**src/rtl/frame_buf_pkg.sv**
```systemverilog
// Shared constants, FSM encodings and address helpers for the multi-channel
// frame buffer address controller.
package frame_buf_pkg;

  localparam logic ASSERT_L   = 1'b0;
  localparam logic DEASSERT_L = 1'b1;
  localparam logic ASSERT_H   = 1'b1;
  localparam logic DEASSERT_H = 1'b0;

  localparam logic [0:0] WR_IDLE = 1'b0;
  localparam logic [0:0] WR_FILL = 1'b1;
  localparam logic [0:0] RD_IDLE = 1'b0;
  localparam logic [0:0] RD_READ = 1'b1;

  function automatic int clog2(input int value);
    int result = 0;
    for (int i = 0; i < 32; i++) begin
      if ((64'(1) << i) < 64'(value)) result = i + 1;
    end
    return result;
  endfunction

  // Elaboration-time only; the datapath steps between slots with an adder.
  function automatic logic [63:0] slot_base(input int base, input int ch, input int slot,
                                            input int num_frames, input int buf_size);
    return 64'(base) + 64'(ch * num_frames + slot) * 64'(buf_size);
  endfunction

endpackage

```
**src/rtl/frame_buf_chan.sv**
```systemverilog
// One channel of the frame buffer: writer and reader FSMs, slot rings,
// offsets and the complete-frame counter.
module frame_buf_chan
  import frame_buf_pkg::*;
#(
  parameter int ADDR_WIDTH = 29,
  parameter int BASE_ADDR  = 2,
  parameter int BUF_SIZE   = 230400,
  parameter int NUM_FRAMES = 3,
  parameter int RD_REPEAT  = 0,
  parameter int CH         = 0,
  parameter int CW         = clog2(NUM_FRAMES + 1)
) (
  input  logic                  clk,
  input  logic                  reset,
  input  logic                  wr_en_in,
  input  logic                  rd_en_in,
  input  logic                  wr_rdy,
  input  logic                  rd_rdy,
  output logic                  wr_en,
  output logic                  rd_en,
  output logic [ADDR_WIDTH-1:0] wr_addr,
  output logic [ADDR_WIDTH-1:0] rd_addr,
  output logic                  wr_full,
  output logic [CW-1:0]         frm_cnt
);

  localparam int OW = (clog2(BUF_SIZE) > 0) ? clog2(BUF_SIZE) : 1;
  localparam int SW = (clog2(NUM_FRAMES) > 0) ? clog2(NUM_FRAMES) : 1;
  localparam logic [ADDR_WIDTH-1:0] BASE0 =
    ADDR_WIDTH'(slot_base(BASE_ADDR, CH, 0, NUM_FRAMES, BUF_SIZE));
  localparam logic [ADDR_WIDTH-1:0] STEP      = ADDR_WIDTH'(BUF_SIZE);
  localparam logic [OW-1:0]         LAST_OFF  = OW'(BUF_SIZE - 1);
  localparam logic [SW-1:0]         LAST_SLOT = SW'(NUM_FRAMES - 1);

  logic [0:0]            wr_state_reg, rd_state_reg;
  logic                  wr_en_reg, rd_en_reg;
  logic [OW-1:0]         wr_off_reg, rd_off_reg;
  logic [SW-1:0]         wr_slot_reg, rd_slot_reg;
  logic [ADDR_WIDTH-1:0] wr_base_reg, rd_base_reg;
  logic [ADDR_WIDTH-1:0] wr_addr_reg, rd_addr_reg;
  logic [CW-1:0]         frm_cnt_reg;
  logic                  wr_full_reg;

  logic                  wr_beat, wr_done, rd_beat, rd_last, rd_release;
  logic [ADDR_WIDTH-1:0] wr_base_next, rd_base_next;
  logic [CW:0]           frm_avail;
  logic [CW-1:0]         frm_cnt_next;

  always_comb begin
    wr_beat      = (wr_en_reg == ASSERT_L) && (wr_rdy == ASSERT_H);
    wr_done      = wr_beat && (wr_off_reg == LAST_OFF);
    rd_beat      = (rd_en_reg == ASSERT_L) && (rd_rdy == ASSERT_H);
    rd_last      = rd_beat && (rd_off_reg == LAST_OFF);
    // A frame finishing on the writer this cycle counts as newer data for the repeat decision.
    frm_avail    = {1'b0, frm_cnt_reg} + {{CW{1'b0}}, wr_done};
    rd_release   = rd_last && ((RD_REPEAT == 0) || (frm_avail >= (CW + 1)'(2)));
    frm_cnt_next = frm_cnt_reg + CW'(wr_done) - CW'(rd_release);
    wr_base_next = (wr_slot_reg == LAST_SLOT) ? BASE0 : wr_base_reg + STEP;
    rd_base_next = (rd_slot_reg == LAST_SLOT) ? BASE0 : rd_base_reg + STEP;
  end

  always_ff @(posedge clk) begin
    if (reset) begin
      wr_state_reg <= WR_IDLE;
      wr_en_reg    <= DEASSERT_L;
      wr_off_reg   <= '0;
      wr_slot_reg  <= '0;
      wr_base_reg  <= BASE0;
      wr_addr_reg  <= BASE0;
    end else begin
      case (wr_state_reg)
        WR_IDLE: begin
          if ((wr_en_in == ASSERT_L) && (frm_cnt_reg < CW'(NUM_FRAMES))) begin
            wr_state_reg <= WR_FILL;
            wr_en_reg    <= ASSERT_L;
          end
        end
        default: begin
          if (wr_done) begin
            wr_state_reg <= WR_IDLE;
            wr_en_reg    <= DEASSERT_L;
            wr_off_reg   <= '0;
            wr_slot_reg  <= (wr_slot_reg == LAST_SLOT) ? '0 : wr_slot_reg + SW'(1);
            wr_base_reg  <= wr_base_next;
            wr_addr_reg  <= wr_base_next;
          end else begin
            wr_en_reg <= wr_en_in;
            if (wr_beat) begin
              wr_off_reg  <= wr_off_reg + OW'(1);
              wr_addr_reg <= wr_addr_reg + ADDR_WIDTH'(1);
            end
          end
        end
      endcase
    end
  end

  always_ff @(posedge clk) begin
    if (reset) begin
      rd_state_reg <= RD_IDLE;
      rd_en_reg    <= DEASSERT_L;
      rd_off_reg   <= '0;
      rd_slot_reg  <= '0;
      rd_base_reg  <= BASE0;
      rd_addr_reg  <= BASE0;
    end else begin
      case (rd_state_reg)
        RD_IDLE: begin
          if ((rd_en_in == ASSERT_L) && (frm_cnt_reg != '0)) begin
            rd_state_reg <= RD_READ;
            rd_en_reg    <= ASSERT_L;
          end
        end
        default: begin
          if (rd_last) begin
            rd_state_reg <= RD_IDLE;
            rd_en_reg    <= DEASSERT_L;
            rd_off_reg   <= '0;
            if (rd_release) begin
              rd_slot_reg <= (rd_slot_reg == LAST_SLOT) ? '0 : rd_slot_reg + SW'(1);
              rd_base_reg <= rd_base_next;
              rd_addr_reg <= rd_base_next;
            end else begin
              rd_addr_reg <= rd_base_reg;
            end
          end else begin
            rd_en_reg <= rd_en_in;
            if (rd_beat) begin
              rd_off_reg  <= rd_off_reg + OW'(1);
              rd_addr_reg <= rd_addr_reg + ADDR_WIDTH'(1);
            end
          end
        end
      endcase
    end
  end

  always_ff @(posedge clk) begin
    if (reset) begin
      frm_cnt_reg <= '0;
      wr_full_reg <= DEASSERT_H;
    end else begin
      frm_cnt_reg <= frm_cnt_next;
      wr_full_reg <= (frm_cnt_next == CW'(NUM_FRAMES)) ? ASSERT_H : DEASSERT_H;
    end
  end

  assign wr_en   = wr_en_reg;
  assign rd_en   = rd_en_reg;
  assign wr_addr = wr_addr_reg;
  assign rd_addr = rd_addr_reg;
  assign wr_full = wr_full_reg;
  assign frm_cnt = frm_cnt_reg;

endmodule

```
**src/rtl/frame_buf_multi.sv**
```systemverilog
// Multi-channel frame buffer address controller: one independent channel
// instance per video stream, ports packed channel-major.
module frame_buf_multi
  import frame_buf_pkg::*;
#(
  parameter int ADDR_WIDTH = 29,
  parameter int BASE_ADDR  = 2,
  parameter int BUF_SIZE   = 230400,
  parameter int NUM_CH     = 2,
  parameter int NUM_FRAMES = 3,
  parameter int RD_REPEAT  = 0,
  localparam int CW        = clog2(NUM_FRAMES + 1)
) (
  input  logic                         clk,
  input  logic                         reset,
  input  logic [NUM_CH-1:0]            wr_en_in,
  input  logic [NUM_CH-1:0]            rd_en_in,
  input  logic [NUM_CH-1:0]            wr_rdy,
  input  logic [NUM_CH-1:0]            rd_rdy,
  output logic [NUM_CH-1:0]            wr_en,
  output logic [NUM_CH-1:0]            rd_en,
  output logic [NUM_CH*ADDR_WIDTH-1:0] wr_addr,
  output logic [NUM_CH*ADDR_WIDTH-1:0] rd_addr,
  output logic [NUM_CH-1:0]            wr_full,
  output logic [NUM_CH*CW-1:0]         frm_cnt
);

  for (genvar gi = 0; gi < NUM_CH; gi++) begin : g_chan
    frame_buf_chan #(
      .ADDR_WIDTH (ADDR_WIDTH),
      .BASE_ADDR  (BASE_ADDR),
      .BUF_SIZE   (BUF_SIZE),
      .NUM_FRAMES (NUM_FRAMES),
      .RD_REPEAT  (RD_REPEAT),
      .CH         (gi),
      .CW         (CW)
    ) u_chan (
      .clk      (clk),
      .reset    (reset),
      .wr_en_in (wr_en_in[gi]),
      .rd_en_in (rd_en_in[gi]),
      .wr_rdy   (wr_rdy[gi]),
      .rd_rdy   (rd_rdy[gi]),
      .wr_en    (wr_en[gi]),
      .rd_en    (rd_en[gi]),
      .wr_addr  (wr_addr[gi*ADDR_WIDTH +: ADDR_WIDTH]),
      .rd_addr  (rd_addr[gi*ADDR_WIDTH +: ADDR_WIDTH]),
      .wr_full  (wr_full[gi]),
      .frm_cnt  (frm_cnt[gi*CW +: CW])
    );
  end

endmodule

```
**config.mk**
```make
export PLATFORM = sky130hd
export DESIGN_NAME = frame_buf_multi
export DESIGN_NICKNAME = d
export VERILOG_FILES = /design/src/rtl/frame_buf_pkg.sv /design/src/rtl/frame_buf_chan.sv /design/src/rtl/frame_buf_multi.sv
export SDC_FILE = /design/constraint.sdc
export NUM_CORES = 1
export LEC_CHECK = 0
export ABC_CLOCK_PERIOD_IN_PS = 3200
export CORE_MARGIN = 3
export CORE_UTILIZATION = 45
export CTS_CLUSTER_DIAMETER = 30
export DETAILED_ROUTE_END_ITERATION = 10
export MAX_ROUTING_LAYER = met4
export SYNTH_ARGS = -nofsm -noshare
export SYNTH_HDL_FRONTEND = slang
export SYNTH_HIERARCHICAL = 1
export SYNTH_SLANG_ARGS = --single-unit
```
**constraint.sdc**
```tcl
create_clock -name clk -period 3.2 [get_ports clk]
set_input_delay 0.64 -clock clk [delete_from_list [all_inputs] [get_ports clk]]
set_output_delay 0.64 -clock clk [all_outputs]
set_load 0.05 [all_outputs]
```
==> impl_metrics.env, run 1 <==
export IMPL_status="complete, no violations"
export IMPL_antennaDiodeCount=0
export IMPL_worst_setup_path_end_kind="flop"
export IMPL_seq_area_frac_synth_pct=38.4
export IMPL_maxCapViolCount=0
export IMPL_layout_commonest_cell="dfxtp_1"
export IMPL_crit_required_ns=3.65
export IMPL_die_area_mm2=0.0402
export IMPL_pre_cts_ws_ns=0.246
export IMPL_max_freq_mhz=351
export IMPL_layout_cells_non_filler=2837
export IMPL_hpwl_mm=33.3
export IMPL_portBuffers=135
export IMPL_antenna_found_initial=0
export IMPL_worstMarginPinSlew_ns=0.890
export IMPL_p_leak_nw=7.51
export IMPL_irDropWorstVdd_v=0.000459
export IMPL_top_usage_layer="met2"
export IMPL_cts_buffers=87
export IMPL_ys_async_sr_fraction_pct=0
export IMPL_cts_path_max_buffers=3
export IMPL_drc=0
export IMPL_cts_tree="done"
export IMPL_grtUsageMet2_pct=36.6
export IMPL_crit_fanout=15
export IMPL_vias_per_cell=5.81
export IMPL_slew_headroom_pct=40.1
export IMPL_vias=16469
export IMPL_setup_viol=0
export IMPL_post_dp_cell_area_mm2=0.0190
export IMPL_synth_ff_type="dfxtp_1"
export IMPL_min_path_type="input port to flop"
export IMPL_met1_usage_pct=34.2
export IMPL_setup_ws_ns=0.348
export IMPL_netlist_area_mm2=0.0170
export IMPL_grt_pass1_vias=15718
export IMPL_synth_cells=2096
export IMPL_r2r_cells=5
export IMPL_syn_to_final_growth_pct=29.4
export IMPL_gp_congestion=0.850
export IMPL_p_per_area_mw_per_mm2=599
export IMPL_num_rows=70
export IMPL_fin_crit_sh_pct=89.1
export IMPL_clk_pin_slew_ns=0.04
export IMPL_root_buffer="clkbuf_16"
export IMPL_dr_pass1_iters=5
export IMPL_clock_skew_ns=0.0194
export IMPL_ant_nets=0
export IMPL_rsz0062_at_grt="false"
export IMPL_critPathLaunchType="flop"
export IMPL_die_w_um=200
export IMPL_initial_core_util_pct=46.0
export IMPL_clock_latency_ns=0.59
export IMPL_ys_types=90
export IMPL_path_class="flop to flop"
export IMPL_num_nets_final=2292
export IMPL_syn_num_nets=2122
export IMPL_final_cell_mix="dfxtp_1, nor2_1, nand2_1"
export IMPL_ys_seq_elements=326
export IMPL_core_area_mm2=0.0370
export IMPL_fin_area_mm2=0.0220
export IMPL_die_y_um=200
export IMPL_hold_depth=2
export IMPL_routed_wl_mm=49.7
export IMPL_io_pins=136
export IMPL_postCtsHoldBufs=0
export IMPL_drtIter0Drc=1140
export IMPL_cts_sinks=326
export IMPL_num_fill_cells=3335
export IMPL_grt_total_usage_pct=24.7
export IMPL_grt_ovfl_total=0
export IMPL_yosys_warnings=6
export IMPL_drive_gt1_share_pct=10.8
export IMPL_drv_slew=0
export IMPL_syn_mean_instance_area_um2=8.11
export IMPL_post_cts_buffers=0
export IMPL_grtUsageMet3_pct=4.93
export IMPL_final_setup_tns_ns=0
export IMPL_cts_htree_levels=3
export IMPL_postCtsResizedCells=0
export IMPL_wire_per_inst_um=17.5
export IMPL_grt_start_max_net_pins=90
export IMPL_placedCellCount=2681
export IMPL_period_needed_ns=2.85
export IMPL_synth_edff_count=0
export IMPL_grt_pass1_wl_mm=82.4
export IMPL_critical_path_arrival_ns=3.31
export IMPL_hold_viol_final=0
-- worst paths after layout --
path,from,end,slack (ns)
worst max-delay path,g_chan[1].u_chan/rd_off_reg[12]$_SDFFE_PP0P_,g_chan[1].u_chan/rd_addr[19]$_SDFFE_PP1P_,0.35
worst min-delay path,reset,g_chan[1].u_chan/rd_off_reg[1]$_SDFFE_PP0P_,0.43
worst max register to register,g_chan[1].u_chan/rd_off_reg[12]$_SDFFE_PP0P_,g_chan[1].u_chan/rd_addr[19]$_SDFFE_PP1P_,0.35
worst min register to register,g_chan[0].u_chan/rd_base_reg[1]$_SDFFE_PP1P_,g_chan[0].u_chan/rd_base_reg[1]$_SDFFE_PP1P_,0.44
-- Yosys cell counts, drive strengths merged, types with 22 or more instances --
cell type	instances	area share (%)
nor4	33	1.8
and4	31	1.6
nand2	177	3.9
a31oi	48	1.8
a21oi	153	4.5
xnor2	84	4.3
nor2	202	4.5
buf	26	0.96
nand3	119	3.5
xor2	64	3.3
o22ai	22	0.81
nand4	75	3.0
dfxtp	326	38
or3	33	1.2
nor3	65	2.1
inv	48	1.1
o21ai	118	3.5
and3	42	1.5
and2	54	2.0
clkbuf	91	2.0
-- critical path: stages, from the launching register on --
cell	delay [ns]
dfxtp_1	0.34
or4b_4	0.55
or4_4	0.51
or4_1	0.71
o41ai_1	0.51
o21bai_1	0.09
-- area by class of cell --
cell class | count | area, µm² | share of cell area (%)
inverter | 48 | 180 | 0.819
timing repair buffer | 198 | 1850 | 8.41
clock inverter | 30 | 458 | 2.08
sequential | 326 | 6530 | 29.7
clock buffer | 126 | 2570 | 11.7
multi-input combinational | 1605 | 9790 | 44.5
tap | 504 | 631 | 2.87
-- metrics by stage --
stage	util (%)	power [mW]	hold WS, ns
final	59.5	13.2	0.433
after global routing	59.5	13.6	0.423
after CTS	59.5	13.3	0.403
after detailed placement	51.4	4.37	0.420
after global placement	51.4	4.37	0.418
after floorplan	-	4.29	0.405
-- cells by family after synthesis --
group,share of synthesized area [%]
simple gates,29.6
compound gates,18.5
flops,38.4
buf+inv,4.06
xor+xnor,7.62
fa+ha+maj,1.18
mux,0.603
-- power by group --
part / leakage [nW] / switching [mW] / total (mW) / internal, mW
logic: 3.40 / 0.136 / 0.193 / 0.0568
registers: 2.63 / 0.0196 / 4.11 / 4.09
clock network: 1.49 / 2.50 / 8.87 / 6.37
total: 7.51 / 2.66 / 13.2 / 10.5
-- metal layers --
layer  vias to the layer above  routed length, µm
li1                       8035                  -
met1                      7778              23800
met2                       565              21700
met3                        91               3050
met4                         0               1090
met5                         -                  0
Note: power is estimated with default switching activity, not from simulation.
==> run 2: changes to the inputs <==
Settings changed: CORE_MARGIN 3 to 1.5, SETUP_SLACK_MARGIN set to 0.05.
==> impl_metrics.env, run 2 (same netlist as run 1, synthesis figures left out) <==
export IMPL_status="complete, no violations"
export IMPL_wl_met3_mm=3.03
export IMPL_grt_ovfl_total=0
export IMPL_portBuffers=135
export IMPL_critPathLaunchType="flop"
export IMPL_ant_nets=0
export IMPL_cts_htree_levels=3
export IMPL_setup_viol=0
export IMPL_min_path_type="flop to flop"
export IMPL_critical_path_arrival_ns=3.29
export IMPL_p_leak_nw=7.53
export IMPL_hold_ws_ns=0.440
export IMPL_die_area_mm2=0.0390
export IMPL_cp_top_family="simple AND/OR/NAND/NOR gates"
export IMPL_hold_viol_final=0
export IMPL_initial_core_util_pct=45.5
export IMPL_post_dp_cell_area_mm2=0.0190
export IMPL_path_class="flop to flop"
export IMPL_worst_setup_path_end_kind="flop"
export IMPL_postCtsResizedCells=0
export IMPL_clk_pin_slew_ns=0.04
export IMPL_grt_start_max_net_pins=66
export IMPL_core_area_mm2=0.0374
export IMPL_final_cell_mix="dfxtp_1, nor2_1, nand2_1"
export IMPL_final_setup_tns_ns=0
export IMPL_antenna_found_initial=0
export IMPL_cpMaxStageDelayCell="or4_1"
export IMPL_irDropWorstVdd_v=0.000509
export IMPL_gp_congestion=0.863
export IMPL_die_w_um=197
export IMPL_layout_commonest_cell="dfxtp_1"
export IMPL_postCtsHoldBufs=0
export IMPL_num_nets_final=2293
export IMPL_max_freq_mhz=356
export IMPL_wire_per_inst_um=17.7
export IMPL_rsz0062_at_grt="false"
export IMPL_routed_wl_mm=50.4
export IMPL_path_buf_inv=0
export IMPL_num_rows=71
export IMPL_path_cells="or4b_4 > or4_4 > or4_1 > nand2_1 > o22ai_1 > a221o_1"
export IMPL_clock_latency_ns=0.59
export IMPL_drtIter0Drc=1065
export IMPL_critPathMaxStageDelay_ns=0.71
export IMPL_clock_skew_ns=0.0222
export IMPL_power_mw=13.3
export IMPL_hpwl_mm=34.0
export IMPL_drive_gt1_share_pct=11.2
export IMPL_drc=0
export IMPL_met1_length_mm=24.0
export IMPL_fin_area_mm2=0.0221
export IMPL_post_cts_buffers=0
export IMPL_syn_to_final_growth_pct=29.7
export IMPL_cts_buffers=80
export IMPL_vias_per_cell=5.82
export IMPL_layout_cells_non_filler=2841
export IMPL_die_y_um=197
export IMPL_grt_pass1_wl_mm=82.0
export IMPL_cts_path_max_buffers=3
export IMPL_p_per_area_mw_per_mm2=603
export IMPL_crit_fanout=15
export IMPL_drv_slew=0
export IMPL_wl_met2_mm=22.1
export IMPL_slew_headroom_pct=35.7
export IMPL_dr_pass1_iters=5
export IMPL_worstMarginPinSlew_ns=0.956
export IMPL_root_buffer="clkbuf_16"
export IMPL_cts_tree="done"
export IMPL_grt_total_usage_pct=26.5
export IMPL_crit_required_ns=3.68
export IMPL_io_pins=136
export IMPL_placedCellCount=2696
export IMPL_cts_sinks=326
export IMPL_maxCapViolCount=0
export IMPL_grt_pass1_vias=15608
export IMPL_vias=16542
export IMPL_topRoutingLayerUsed="met4"
export IMPL_antennaDiodeCount=0
export IMPL_period_needed_ns=2.81
export IMPL_fin_crit_sh_pct=87.9
## run 2: cell types whose count changed in the layout (fill, tap and decap cells not counted), moves of 5 or more
cell       previous run  this run
clkinv_8              0         5
bufinv_16            11        19
clkbuf_1             19         8
clkbuf_16            91        82
buf_4                61        71
## run 2: through the flow
stage	setup WS, ns	util (%)
2_1_floorplan	0.393	-
3_3_place_gp	0.248	50.9
3_5_place_dp	0.267	50.9
4_1_cts	0.396	59.0
5_1_grt	0.234	59.0
6_report	0.388	59.0
## run 2: routing by layer
metal	track usage [%]	vias to the layer above
met1	36.1	7866
met2	39.0	539
met4	9.53	0
li1	-	8035
met3	5.00	102
met5	-	-
## run 2: where the power goes
part | switching [mW] | total [mW] | internal [mW]
Clock | 2.50 | 9.00 | 6.50
Sequential | 0.0178 | 4.11 | 4.09
Combinational | 0.141 | 0.202 | 0.0601
## run 2: path summary, 6_finish.rpt
| path | from | slack (ns) | cells after the start | end |
|---|---|---|---|---|
| worst min-delay path | g_chan[0].u_chan/rd_base_reg[1]$_SDFFE_PP1P_ | 0.44 | 1 | g_chan[0].u_chan/rd_base_reg[1]$_SDFFE_PP1P_ |
| worst max-delay path | g_chan[1].u_chan/rd_off_reg[12]$_SDFFE_PP0P_ | 0.39 | 6 | g_chan[1].u_chan/rd_addr[17]$_SDFFE_PP1P_ |
| worst max register to register | g_chan[1].u_chan/rd_off_reg[12]$_SDFFE_PP0P_ | 0.39 | 6 | g_chan[1].u_chan/rd_addr[17]$_SDFFE_PP1P_ |
| worst min register to register | g_chan[0].u_chan/rd_base_reg[1]$_SDFFE_PP1P_ | 0.44 | 1 | g_chan[0].u_chan/rd_base_reg[1]$_SDFFE_PP1P_ |
## run 2: cell type report
class | instances | area (µm²)
fillers | 3370 | 15300
inverters | 48 | 180
clock inverters | 41 | 752
flip-flops and latches | 326 | 6530
well taps | 511 | 639
multi-input cells | 1605 | 9790
clock buffers | 104 | 2270
repair buffers | 206 | 1890
## run 2: worst register-to-register path, stage by stage (launching register included)
cell and delay, ns:
dfxtp_1 0.33, or4b_4 0.56, or4_4 0.51, or4_1 0.71, nand2_1 0.15, o22ai_1 0.09, a221o_1 0.35
